`config.mk`:
```
export PLATFORM = sky130hd
export DESIGN_NAME = wb_timer_irq
export DESIGN_NICKNAME = d
export VERILOG_FILES = /design/src/rtl/wb_timer_irq.sv
export SDC_FILE = /design/constraint.sdc
export NUM_CORES = 1
export LEC_CHECK = 0
export ABC_AREA = 1
export CORE_ASPECT_RATIO = 1.5
export CORE_MARGIN = 3
export CORE_UTILIZATION = 55
export CTS_CLUSTER_SIZE = 8
export DETAILED_ROUTE_END_ITERATION = 8
export PLACE_DENSITY = 0.79
export REMOVE_ABC_BUFFERS = 1
export SKIP_CTS_REPAIR_TIMING = 1
export SLEW_MARGIN = 25
export SYNTH_ARGS = -nofsm -noshare
export SYNTH_HDL_FRONTEND = slang
export SYNTH_SLANG_ARGS = --single-unit
```
`constraint.sdc`:
```
create_clock -name i_Clk -period 2.6 [get_ports i_Clk]
set_input_delay 0.78 -clock i_Clk [delete_from_list [all_inputs] [get_ports i_Clk]]
set_output_delay 0.78 -clock i_Clk [all_outputs]
set_load 0.02 [all_outputs]
```
`src/rtl/wb_timer_irq.sv`:
```
// Wishbone-attached 32-bit timer with a 16-bit prescaler, compare match,
// auto-reload / one-shot modes and a level interrupt driven from flops.
module wb_timer_irq (
    input  logic        i_Clk,
    input  logic        i_Rstn,
    input  logic        i_wb_cyc,
    input  logic        i_wb_stb,
    input  logic        i_wb_we,
    input  logic [31:0] i_wb_addr,
    input  logic [31:0] i_wb_data,
    input  logic [3:0]  i_wb_sel,
    output logic        o_wb_stall,
    output logic        o_wb_ack,
    output logic [31:0] o_wb_data,
    output logic        o_irq
);

    localparam logic [2:0] A_CTRL     = 3'd0;
    localparam logic [2:0] A_PRESCALE = 3'd1;
    localparam logic [2:0] A_COMPARE  = 3'd2;
    localparam logic [2:0] A_COUNT    = 3'd3;
    localparam logic [2:0] A_STATUS   = 3'd4;

    function automatic logic [31:0] merge_lanes(input logic [31:0] old_v,
                                                input logic [31:0] new_v,
                                                input logic [3:0]  sel);
        logic [31:0] res;
        res = old_v;
        for (int i = 0; i < 4; i++) begin
            if (sel[i]) begin
                res[8*i +: 8] = new_v[8*i +: 8];
            end else begin
                res[8*i +: 8] = old_v[8*i +: 8];
            end
        end
        return res;
    endfunction

    logic [2:0]  ctrl_q, ctrl_d;          // {IE, AUTO, EN}
    logic [15:0] prescale_q, prescale_d;
    logic [31:0] compare_q, compare_d;
    logic [31:0] count_q, count_d;
    logic [15:0] pcnt_q, pcnt_d;
    logic        pend_q, pend_d;
    logic        ack_q, ack_d;
    logic [31:0] rdata_q, rdata_d;
    logic        irq_q, irq_d;

    logic        req_s, wr_s, rd_s, w1c_s, tick_s, match_s;
    logic [2:0]  addr_s;
    logic [31:0] old_s, merged_s, rmux_s;
    logic        unused_s;

    assign req_s    = i_wb_cyc & i_wb_stb;
    assign wr_s     = req_s & i_wb_we;
    assign rd_s     = req_s & ~i_wb_we;
    assign addr_s   = i_wb_addr[4:2];
    assign w1c_s    = wr_s & (addr_s == A_STATUS) & i_wb_sel[0] & i_wb_data[0];
    assign tick_s   = ctrl_q[0] & (pcnt_q == prescale_q);
    assign match_s  = tick_s & (count_q == compare_q);
    assign unused_s = ^{i_wb_addr[31:5], i_wb_addr[1:0]};

    assign o_wb_stall = 1'b0;
    assign o_wb_ack   = ack_q;
    assign o_wb_data  = rdata_q;
    assign o_irq      = irq_q;

    // Read data mux over the current register contents.
    always_comb begin
        rmux_s = 32'd0;
        case (addr_s)
            A_CTRL:     rmux_s = {29'd0, ctrl_q};
            A_PRESCALE: rmux_s = {16'd0, prescale_q};
            A_COMPARE:  rmux_s = compare_q;
            A_COUNT:    rmux_s = count_q;
            A_STATUS:   rmux_s = {31'd0, pend_q};
            default:    rmux_s = 32'd0;
        endcase
    end

    // Next state: timer update first, then bus writes override it.
    always_comb begin
        ctrl_d     = ctrl_q;
        prescale_d = prescale_q;
        compare_d  = compare_q;
        count_d    = count_q;

        if (tick_s) begin
            if (match_s) begin
                if (ctrl_q[1]) begin
                    count_d = 32'd0;
                end else begin
                    ctrl_d[0] = 1'b0;
                end
            end else begin
                count_d = count_q + 32'd1;
            end
        end else begin
            count_d = count_q;
        end

        case (addr_s)
            A_CTRL:     old_s = {29'd0, ctrl_d};
            A_PRESCALE: old_s = {16'd0, prescale_q};
            A_COMPARE:  old_s = compare_q;
            A_COUNT:    old_s = count_d;
            default:    old_s = 32'd0;
        endcase
        merged_s = merge_lanes(old_s, i_wb_data, i_wb_sel);

        if (wr_s) begin
            case (addr_s)
                A_CTRL:     ctrl_d     = merged_s[2:0];
                A_PRESCALE: prescale_d = merged_s[15:0];
                A_COMPARE:  compare_d  = merged_s;
                A_COUNT:    count_d    = merged_s;
                default:    ctrl_d     = ctrl_d;
            endcase
        end else begin
            ctrl_d = ctrl_d;
        end

        // Prescaler only advances while enabled before and after this edge,
        // so enabling always starts from zero.
        pcnt_d  = (ctrl_q[0] && ctrl_d[0] && !tick_s) ? pcnt_q + 16'd1 : 16'd0;
        pend_d  = match_s | (pend_q & ~w1c_s);
        irq_d   = pend_d & ctrl_d[2];
        ack_d   = req_s;
        rdata_d = rd_s ? rmux_s : 32'd0;
    end

    // State registers with asynchronous active-low reset.
    always_ff @(posedge i_Clk or negedge i_Rstn) begin
        if (!i_Rstn) begin
            ctrl_q     <= 3'd0;
            prescale_q <= 16'd0;
            compare_q  <= 32'hFFFF_FFFF;
            count_q    <= 32'd0;
            pcnt_q     <= 16'd0;
            pend_q     <= 1'b0;
            ack_q      <= 1'b0;
            rdata_q    <= 32'd0;
            irq_q      <= 1'b0;
        end else begin
            ctrl_q     <= ctrl_d;
            prescale_q <= prescale_d;
            compare_q  <= compare_d;
            count_q    <= count_d;
            pcnt_q     <= pcnt_d;
            pend_q     <= pend_d;
            ack_q      <= ack_d;
            rdata_q    <= rdata_d;
            irq_q      <= irq_d;
        end
    end

endmodule

```
==> results.toml, run 1 <==
[run_status]
status = "finished clean"

[critical_path]
cp_max_fo = 7
cpPeakStageDelay_ns = 0.53
crit_path_frequent_cell = "nand2_1"
required_ns = 2.90
setup.worst_path.end_class = "flop"
start_kind = "flop"
worstSetupPathType = "reg2reg"
cp_slowest_cell = "dfstp_2"
crit_chain = "inv_1 -> nand2_1 -> nand2_1 -> nor2_2 -> inv_1 -> nor2_2 -> nand2_1 -> nor2_2 -> nand2_4 -> nor2_4 -> buf_12 -> buf_6 -> o21ai_1 -> nand4_1 -> nand2_1 -> nand2_1 -> nand2_1 -> nand2_1 -> o21ai_0"
cp.arrival_ns = 2.78

[clocking]
cts_buffer_depth = 2
cts_max_level = 4
clk_latency_ns = 0.44
cts-root-buf = "clkbuf_16"
cts_made_buffers = 17
clk_pin_slew_ns = 0.07
cts_tree = "built"
cts.sinks = 134

[sta]
finalMaxSlewViolations = 0
fin_worst_skew_ns = 0.01141
fmax_mhz = 402.8
rsz0062_at_grt = "yes"
hold_slack_ns = 0.2883
relSlewSlack_pct = 62.17
hold_viol_final = 0
tightest_slew_ns = 0.5653
fin_crit_ns = 2.483
finalSetupViolations = 0
post-route-period-util_pct = 95.48

[placement]
dp_hpwl_mm = 19.93
io_buffer_count = 77
routabilityCongestion = 0.9700
postPlaceCellArea_um2 = 10300

[global_route]
grt_pass1_wl_mm = 43.26
grtUsageTotal_pct = 31.50
grt.overflow.total = 0
grt_start_max_net_pins = 52
grt_pass1_vias = 8858
antenna_found_initial = 0

[detailed_routing]
drtPass1Iterations = 5
drt_wl_total_mm = 27.74
route.detailed.drc = 0
detail-route-antenna-nets = 0
first_iter_violations = 674
routedWlPerCell_um = 16.21
vias = 9237
routed_via_density = 5.399

[run]
max_cap_violations = 0

[die]
die_h_um = 161.4
die_w_um = 109.6
ios = 108
design.core.area_um2 = 15700
num_rows = 56
initial_core_util_pct = 56.44
die_area_um2 = 17700

[synthesis]
synth_area_per_cell_um2 = 6.466
ys.warnings.count = 0
synth_cells = 1370
yosysSeqAreaShare_pct = 38.31
synthesis.area_um2 = 8858
synth_cell_types = 40
ys_ff_latch = 134

[layout]
fin_area_um2 = 11090
drive_gt1_share_pct = 13.33
syn_to_final_growth_pct = 25.18
diodes = 0
fin_nets = 1570

[power]
power_leakage_nw = 5.441
power_w = 0.007225
intPower_w = 0.004764
netSwitchingFraction_pct = 34.06
max-vdd-ir-drop_mv = 0.4131
seqPwrFrac_pct = 37.2
p_sw_w = 0.002461
combPwrFrac_pct = 25.1
power_frac_clock_pct = 37.7
powerDensity_nw_per_um2 = 651.6

[hold_path]
min-delay-path-class = "in2async"
## critical path: cells and delay by family, from the launching register on
family          cells  cell delay, ns
simple gates       13            1.21
flops               1            0.53
buf+inv             4            0.40
compound gates      2            0.19
## cells by family after synthesis
| family | share of synthesized area (%) |
|---|---|
| AO/OA/AOI/OAI | 6.977 |
| XOR/XNOR | 5.339 |
| adder cells (fa/ha/maj) | 0.2824 |
| buffers and inverters | 9.675 |
| flip-flops | 38.31 |
| other | 0.04233 |
| AND/OR/NAND/NOR | 39.38 |
## synth_stat cells, drive strengths merged
cell type | n | area, um2
nand3b | 2 | 15.01
nand3 | 73 | 387.9
nor3 | 22 | 115.1
dfrtp | 102 | 2552
a221oi | 2 | 17.52
o22ai | 8 | 50.05
a22oi | 3 | 22.52
nand2 | 588 | 2237
nor4 | 1 | 6.260
clkbuf | 36 | 136.4
a31oi | 7 | 43.79
o21ai | 76 | 380.4
and2 | 1 | 6.260
inv | 159 | 599.3
xnor2 | 19 | 166.4
clkinv | 1 | 3.750
a21oi | 19 | 95.09
dfstp | 32 | 840.8
nor2 | 138 | 563.0
nand4 | 24 | 150.1
buf | 17 | 117.6
o221ai | 1 | 8.760
xor2 | 35 | 306.5
nor3b | 1 | 7.510
ha | 2 | 25.02
conb | 1 | 3.750
## final cells by class
| cell class | instances | area, um2 |
|---|---|---|
| Clock buffer | 18 | 439.2 |
| Clock inverter | 14 | 214.0 |
| Fill cell | 1332 | 4606 |
| Inverter | 160 | 605.6 |
| Multi-Input combinational cell | 1024 | 4698 |
| Sequential cell | 134 | 3395 |
| Tap cell | 203 | 254.0 |
| Timing Repair Buffer | 158 | 1484 |
## placed cells by master, fill, tap and decap left out, types with 4 or more instances in the layout
| cell type | count |
|---|---|
| nand2_1 | 579 |
| inv_1 | 151 |
| nor2_1 | 110 |
| dfrtp_1 | 101 |
| clkdlybuf4s50_1 | 76 |
| buf_4 | 72 |
| nand3_1 | 69 |
| o21ai_0 | 58 |
| xor2_1 | 35 |
| dfstp_2 | 32 |
| nor2_2 | 25 |
| nand4_1 | 24 |
| nor3_1 | 20 |
| a21oi_1 | 19 |
| xnor2_1 | 19 |
| clkbuf_16 | 17 |
| o21ai_1 | 16 |
| o22ai_1 | 8 |
| buf_12 | 8 |
| a31oi_1 | 7 |
| inv_2 | 7 |
| nand2_2 | 6 |
| inv_6 | 4 |
| bufinv_16 | 4 |
## state kept, by name, indices dropped and copies added (netlist names)
name and count:
pend_q 1, o_wb_data 32, pcnt_q 16, prescale_q 16, o_irq 1, compare_q 32, o_wb_ack 1, count_q 32
ctrl_q 3
## final timing paths
path | start | slack, ns | endpoint | cells past startpoint
setup / recovery | compare_q[15]$_DFFE_PN1P_ | 0.12 | count_q[8]$_DFF_PN0_ | 19
hold / removal | i_Rstn | 0.29 | count_q[26]$_DFF_PN0_ | 1
setup reg to reg | compare_q[15]$_DFFE_PN1P_ | 0.12 | count_q[8]$_DFF_PN0_ | 19
hold reg to reg | compare_q[23]$_DFFE_PN1P_ | 0.48 | compare_q[23]$_DFFE_PN1P_ | 2
max in group asynchronous | i_Rstn | 1.63 | compare_q[7]$_DFFE_PN1P_ | 2
min in group i_Clk | compare_q[23]$_DFFE_PN1P_ | 0.48 | compare_q[23]$_DFFE_PN1P_ | 2
## layer usage
layer | vias up | part of all wire [%] | track usage [%]
met5 | - | 0 | 0
met4 | 0 | 5.0 | 15.94
met3 | 101 | 5.3 | 4.918
met2 | 354 | 52 | 54.89
met1 | 4292 | 38 | 36.76
li1 | 4490 | - | -
## per-stage QoR
| step | setup slack, ns | cells | TNS [ns] | utilization [%] |
|---|---|---|---|---|
| final | 0.1174 | 1711 | 0 | 70.66 |
| after global placement | -0.09645 | 1673 | -1.926 | 65.60 |
| after detailed placement | -0.1475 | 1673 | -3.464 | 65.60 |
| after global routing | -0.05666 | 1711 | -0.8509 | 70.66 |
| after floorplan | -2.826 | 1317 | -152.32 | - |
| after CTS | -0.04873 | 1705 | -0.1640 | 69.76 |
## power by group through the flow
| stage | logic (W) | clock network (W) | registers [W] |
|---|---|---|---|
| 5_1_grt | 0.00202 | 0.00283 | 0.00272 |
| 4_1_cts | 0.00173 | 0.00273 | 0.00268 |
| 2_1_floorplan | 0.00110 | 0 | 0.00268 |
| 3_3_place_gp | 0.00166 | 0 | 0.00270 |
| 6_report | 0.00181 | 0.00272 | 0.00269 |
| 3_5_place_dp | 0.00171 | 0 | 0.00271 |
Power figures use the tool's default switching activity.
==> inputs of run 2 (changes only) <==
--- a/config.mk
+++ b/config.mk
@@ -8,10 +8,11 @@
 export ABC_AREA = 1
 export CORE_ASPECT_RATIO = 1.5
 export CORE_MARGIN = 3
-export CORE_UTILIZATION = 55
+export CORE_UTILIZATION = 51
 export CTS_CLUSTER_SIZE = 8
 export DETAILED_ROUTE_END_ITERATION = 8
-export PLACE_DENSITY = 0.79
+export GPL_ROUTABILITY_DRIVEN = 1
+export PLACE_DENSITY = 0.77
 export REMOVE_ABC_BUFFERS = 1
 export SKIP_CTS_REPAIR_TIMING = 1
 export SLEW_MARGIN = 25
==> constraint.sdc (replaced) <==
create_clock -name i_Clk -period 2.2 [get_ports i_Clk]
set_input_delay 0.66 -clock i_Clk [delete_from_list [all_inputs] [get_ports i_Clk]]
set_output_delay 0.66 -clock i_Clk [all_outputs]
set_load 0.02 [all_outputs]
==> results.toml, run 2 (same netlist as run 1, synthesis figures left out) <==
[placement]
postPlaceCellArea_um2 = 11500
io_buffer_count = 77
dp.cells = 1834
routabilityCongestion = 0.9855
dp_hpwl_mm = 21.20

[sta]
hold_viol_final = 0
fin_crit_ns = 2.537
finalMaxSlewViolations = 0
fmax_mhz = 394.1
post-route-period-util_pct = 115.3
tightest_slew_ns = 0.6160
relSlewSlack_pct = 58.78
fin_worst_skew_ns = 0.008296
setup_ws_ns = -0.3374
finalSetupViolations = 99
hold_slack_ns = 0.02954
rsz0062_at_grt = "yes"
fin_tns_setup_ns = -18.68

[critical_path]
cp_max_fo = 4
cp.arrival_ns = 2.86
setup.worst_path.end_class = "flop"
start_kind = "flop"
crit_path_frequent_cell = "nand2_1"
cp_num_buf_inv = 3
r2r_slack_ns = -0.34
required_ns = 2.52
crit_chain = "nand2_1 -> nand2_1 -> nand2_1 -> nor2_2 -> nand2_1 -> nor2_4 -> nand2_4 -> nor2_4 -> buf_12 -> buf_6 -> buf_6 -> o21ai_2 -> nand3_1 -> nor2_1 -> o21ai_1 -> nand2_1 -> nand2_1 -> nand2_1"
cp_slowest_cell = "dfstp_2"
r2r-start = "compare_q[21]$_DFFE_PN1P_"
cpPeakStageDelay_ns = 0.55
worstSetupPathType = "reg2reg"
r2r_cells = 18
crit_family = "simple AND/OR/NAND/NOR gates"
reg2reg_to = "count_q[19]$_DFF_PN0_"

[layout]
fin_cells = 1896
multiInputGateArea_um2 = 5205
mostFrequentLayoutCells = "nand2_1, buf_4, inv_1, dfrtp_1, nor2_1"
final_common_cell = "nand2_1"
seq_area_um2 = 3395
fin_nets = 1748
syn_to_final_growth_pct = 47.70
diodes = 0
nFillCells = 1189
fin_area_um2 = 13080
drive_gt1_share_pct = 30.25

[die]
die_area_um2 = 19020
die_w_um = 113.6
design.core.area_um2 = 16910
die_h_um = 167.4
ios = 108
num_rows = 58
initial_core_util_pct = 52.39

[power]
power_w = 0.009144
powerDensity_nw_per_um2 = 698.9
max-vdd-ir-drop_mv = 0.5613
power_leakage_nw = 6.443

[detailed_routing]
drtPass1Iterations = 7
vias = 10180
routedWlPerCell_um = 16.66
first_iter_violations = 948
detail-route-antenna-nets = 0
routed_via_density = 5.370
drt_wl_total_mm = 31.59
route.detailed.drc = 0

[global_route]
antenna_found_initial = 0
grt_start_max_net_pins = 54
grtUsageTotal_pct = 29.99
grt.overflow.total = 0
grt_pass1_wl_mm = 45.68
grt_pass1_vias = 9644

[clocking]
clk_latency_ns = 0.44
clk_pin_slew_ns = 0.06
cts_max_level = 4
cts_buffer_depth = 2
cts_made_buffers = 17
cts_tree = "built"
cts-root-buf = "clkbuf_16"
cts.sinks = 134

[run_status]
status = "finished with violations"
violations = "setup timing"

[hold_path]
min-delay-path-class = "in2async"

[run]
max_cap_violations = 0
-- run 2: how the worst max path moves through the flow --
stage / from / to / slack [ns] / cells after the start
global route: compare_q[14]$_DFFE_PN1P_ / count_q[28]$_DFF_PN0_ / -0.40 / 22
CTS: compare_q[21]$_DFFE_PN1P_ / count_q[27]$_DFF_PN0_ / -0.32 / 18
floorplan: i_wb_addr[4] / count_q[11]$_DFF_PN0_ / -3.11 / 8
global placement: i_wb_addr[2] / pcnt_q[15]$_DFF_PN0_ / -0.33 / 11
finish: compare_q[21]$_DFFE_PN1P_ / count_q[19]$_DFF_PN0_ / -0.34 / 18
detailed placement: i_wb_addr[2] / pcnt_q[15]$_DFF_PN0_ / -0.41 / 11
-- run 2: cell type report --
type	count	share of cell area [%]
clock inverters	11	1.109
well taps	210	2.008
repair inverters	1	0.06694
clock buffers	21	3.672
multi-input cells	1024	39.78
repair buffers	335	22.73
flip-flops and latches	134	25.94
inverters	160	4.686
-- run 2: report_power, final --
part / total, W / internal (W) / switching [W] / leakage, nW
logic: 0.00296 / 0.00127 / 0.00168 / 4.46
clock network: 0.00308 / 0.00190 / 0.00117 / 0.302
registers: 0.00311 / 0.00284 / 0.000268 / 1.68
total: 0.00914 / 0.00602 / 0.00312 / 6.44
-- run 2: per-layer routing --
layer  part of all wire, %  GRT usage, %
met5                     0             0
met4                   5.7         14.96
met3                   6.2         4.483
met2                    52         54.30
met1                    36         33.67
-- run 2: per-stage QoR --
stage	setup WS [ns]	util (%)
finish	-0.3374	77.38
global route	-0.3990	77.38
CTS	-0.3179	71.70
detailed placement	-0.4101	68.00
global placement	-0.3266	68.00
floorplan	-3.106	-
==> inputs of run 3 (changes only) <==
--- a/config.mk
+++ b/config.mk
@@ -15,6 +15,7 @@
 export PLACE_DENSITY = 0.77
 export REMOVE_ABC_BUFFERS = 1
 export SKIP_CTS_REPAIR_TIMING = 1
+export SKIP_LAST_GASP = 1
 export SLEW_MARGIN = 25
 export SYNTH_ARGS = -nofsm -noshare
 export SYNTH_HDL_FRONTEND = slang
==> results.toml, run 3 (same netlist as run 1, synthesis figures left out) <==
[clocking]
cts_made_buffers = 17
cts-root-buf = "clkbuf_16"
clk_pin_slew_ns = 0.06
clk_latency_ns = 0.43
cts_max_level = 4
cts.sinks = 134
cts_tree = "built"
cts_buffer_depth = 2

[sta]
fmax_mhz = 388.6
relSlewSlack_pct = 59.32
finalSetupViolations = 99
fin_worst_skew_ns = 0.008279
fin_crit_ns = 2.573
post-route-period-util_pct = 117.0
rsz0062_at_grt = "yes"
hold_viol_final = 0
finalMaxSlewViolations = 0
tightest_slew_ns = 0.6080
setup_ws_ns = -0.3731

[global_route]
grt_start_max_net_pins = 54
grtUsageTotal_pct = 29.99
grt_pass1_vias = 9644
grt_pass1_wl_mm = 45.68
antenna_found_initial = 0
grt.overflow.total = 0

[layout]
mostFrequentLayoutCells = "nand2_1, buf_4, inv_1, dfrtp_1, nor2_1"
final_common_cell = "nand2_1"
syn_to_final_growth_pct = 47.32
finalCoreUtilization_pct = 77.18
drive_gt1_share_pct = 29.77
fin_area_um2 = 13050
fin_cells = 1896
fin_nets = 1748
diodes = 0

[critical_path]
r2r_slack_ns = -0.37
cp.arrival_ns = 2.88
crit_chain = "nand2_1 -> nand2_1 -> nand2_1 -> nor2_2 -> nand2_1 -> nor2_4 -> nand2_4 -> nor2_4 -> buf_4 -> nand2_4 -> buf_4 -> nand4_1 -> o21ai_0 -> nand2_1 -> nand2_1 -> nand2_1 -> nand2_1"
setup.worst_path.end_class = "flop"
cp_max_fo = 7
cpPeakStageDelay_ns = 0.55
required_ns = 2.51
reg2reg_to = "count_q[31]$_DFF_PN0_"
worstSetupPathType = "reg2reg"
crit_path_frequent_cell = "nand2_1"
r2r_cells = 17
cp_slowest_cell = "dfstp_2"
start_kind = "flop"
r2r-start = "compare_q[26]$_DFFE_PN1P_"

[power]
powerDensity_nw_per_um2 = 698.8
seqPwrFrac_pct = 34.1
intPower_w = 0.006018
power_frac_clock_pct = 33.6
p_sw_w = 0.003101
combPwrFrac_pct = 32.3
power_leakage_nw = 6.430
max-vdd-ir-drop_mv = 0.5615
netSwitchingFraction_pct = 34.00
power_w = 0.009119

[detailed_routing]
detail-route-antenna-nets = 0
route.detailed.drc = 0
drtPass1Iterations = 7
routedWlPerCell_um = 16.57
drt_wl_total_mm = 31.42
routed_via_density = 5.378
first_iter_violations = 872
vias = 10200

[die]
die_h_um = 167.4
die_w_um = 113.6
num_rows = 58
die_area_um2 = 19020
ios = 108
initial_core_util_pct = 52.39
design.core.area_um2 = 16910

[placement]
place_ws_ns = -0.4101
routabilityCongestion = 0.9855
postPlaceCellArea_um2 = 11500
dp.cells = 1834
dp_hpwl_mm = 21.20
io_buffer_count = 77

[run_status]
violations = "setup timing"
status = "finished with violations"

[run]
max_cap_violations = 0

[hold_path]
min-delay-path-class = "in2async"
-- run 3: power by group through the flow --
| stage | combinational [W] | clock [W] | sequential (W) |
|---|---|---|---|
| 3_5_place_dp | 0.00255 | 0 | 0.00313 |
| 6_report | 0.00295 | 0.00306 | 0.00311 |
| 4_1_cts | 0.00258 | 0.00307 | 0.00310 |
| 3_3_place_gp | 0.00248 | 0 | 0.00312 |
| 2_1_floorplan | 0.00130 | 0 | 0.00317 |
| 5_1_grt | 0.00323 | 0.00318 | 0.00315 |
-- run 3: how the worst max path moves through the flow --
stage               slack (ns)  cells past startpoint                 startpoint                     to
global placement         -0.33                     11               i_wb_addr[2]   pcnt_q[15]$_DFF_PN0_
CTS                      -0.32                     18  compare_q[21]$_DFFE_PN1P_  count_q[27]$_DFF_PN0_
floorplan                -3.11                      8               i_wb_addr[4]  count_q[11]$_DFF_PN0_
global route             -0.43                     19  compare_q[26]$_DFFE_PN1P_  count_q[27]$_DFF_PN0_
finish                   -0.37                     17  compare_q[26]$_DFFE_PN1P_  count_q[31]$_DFF_PN0_
detailed placement       -0.41                     11               i_wb_addr[2]   pcnt_q[15]$_DFF_PN0_
-- run 3: critical path: cells and delay by family (launching register included) --
kind | cells | cell delay, ns
compound gates | 1 | 0.10
buf+inv | 2 | 0.33
flops | 1 | 0.55
simple gates | 14 | 1.44
-- run 3: stage by stage --
step / TNS [ns] / hold WS (ns)
after floorplan: -189.28 / 0.3644
after global placement: -24.17 / 0.4641
after detailed placement: -27.76 / 0.4664
after CTS: -17.91 / 0.02687
after global routing: -30.90 / 0.03046
final: -21.27 / 0.03291
-- run 3: routing by layer --
layer | GRT usage [%] | vias to the layer above | part of all wire (%)
met1 | 33.67 | 4732 | 36
met5 | 0 | - | 0
met3 | 4.483 | 144 | 5.6
met4 | 14.96 | 0 | 6.1
met2 | 54.30 | 464 | 52
li1 | - | 4857 | -
-- run 3: area by class of cell --
class	count	area (um2)
clock buffers	21	480.5
clock inverters	11	145.1
fillers	1194	3859
inverters	160	613.1
multi-input cells	1024	5175
flip-flops and latches	134	3395
well taps	210	262.8
repair buffers	335	2970
repair inverters	1	8.758
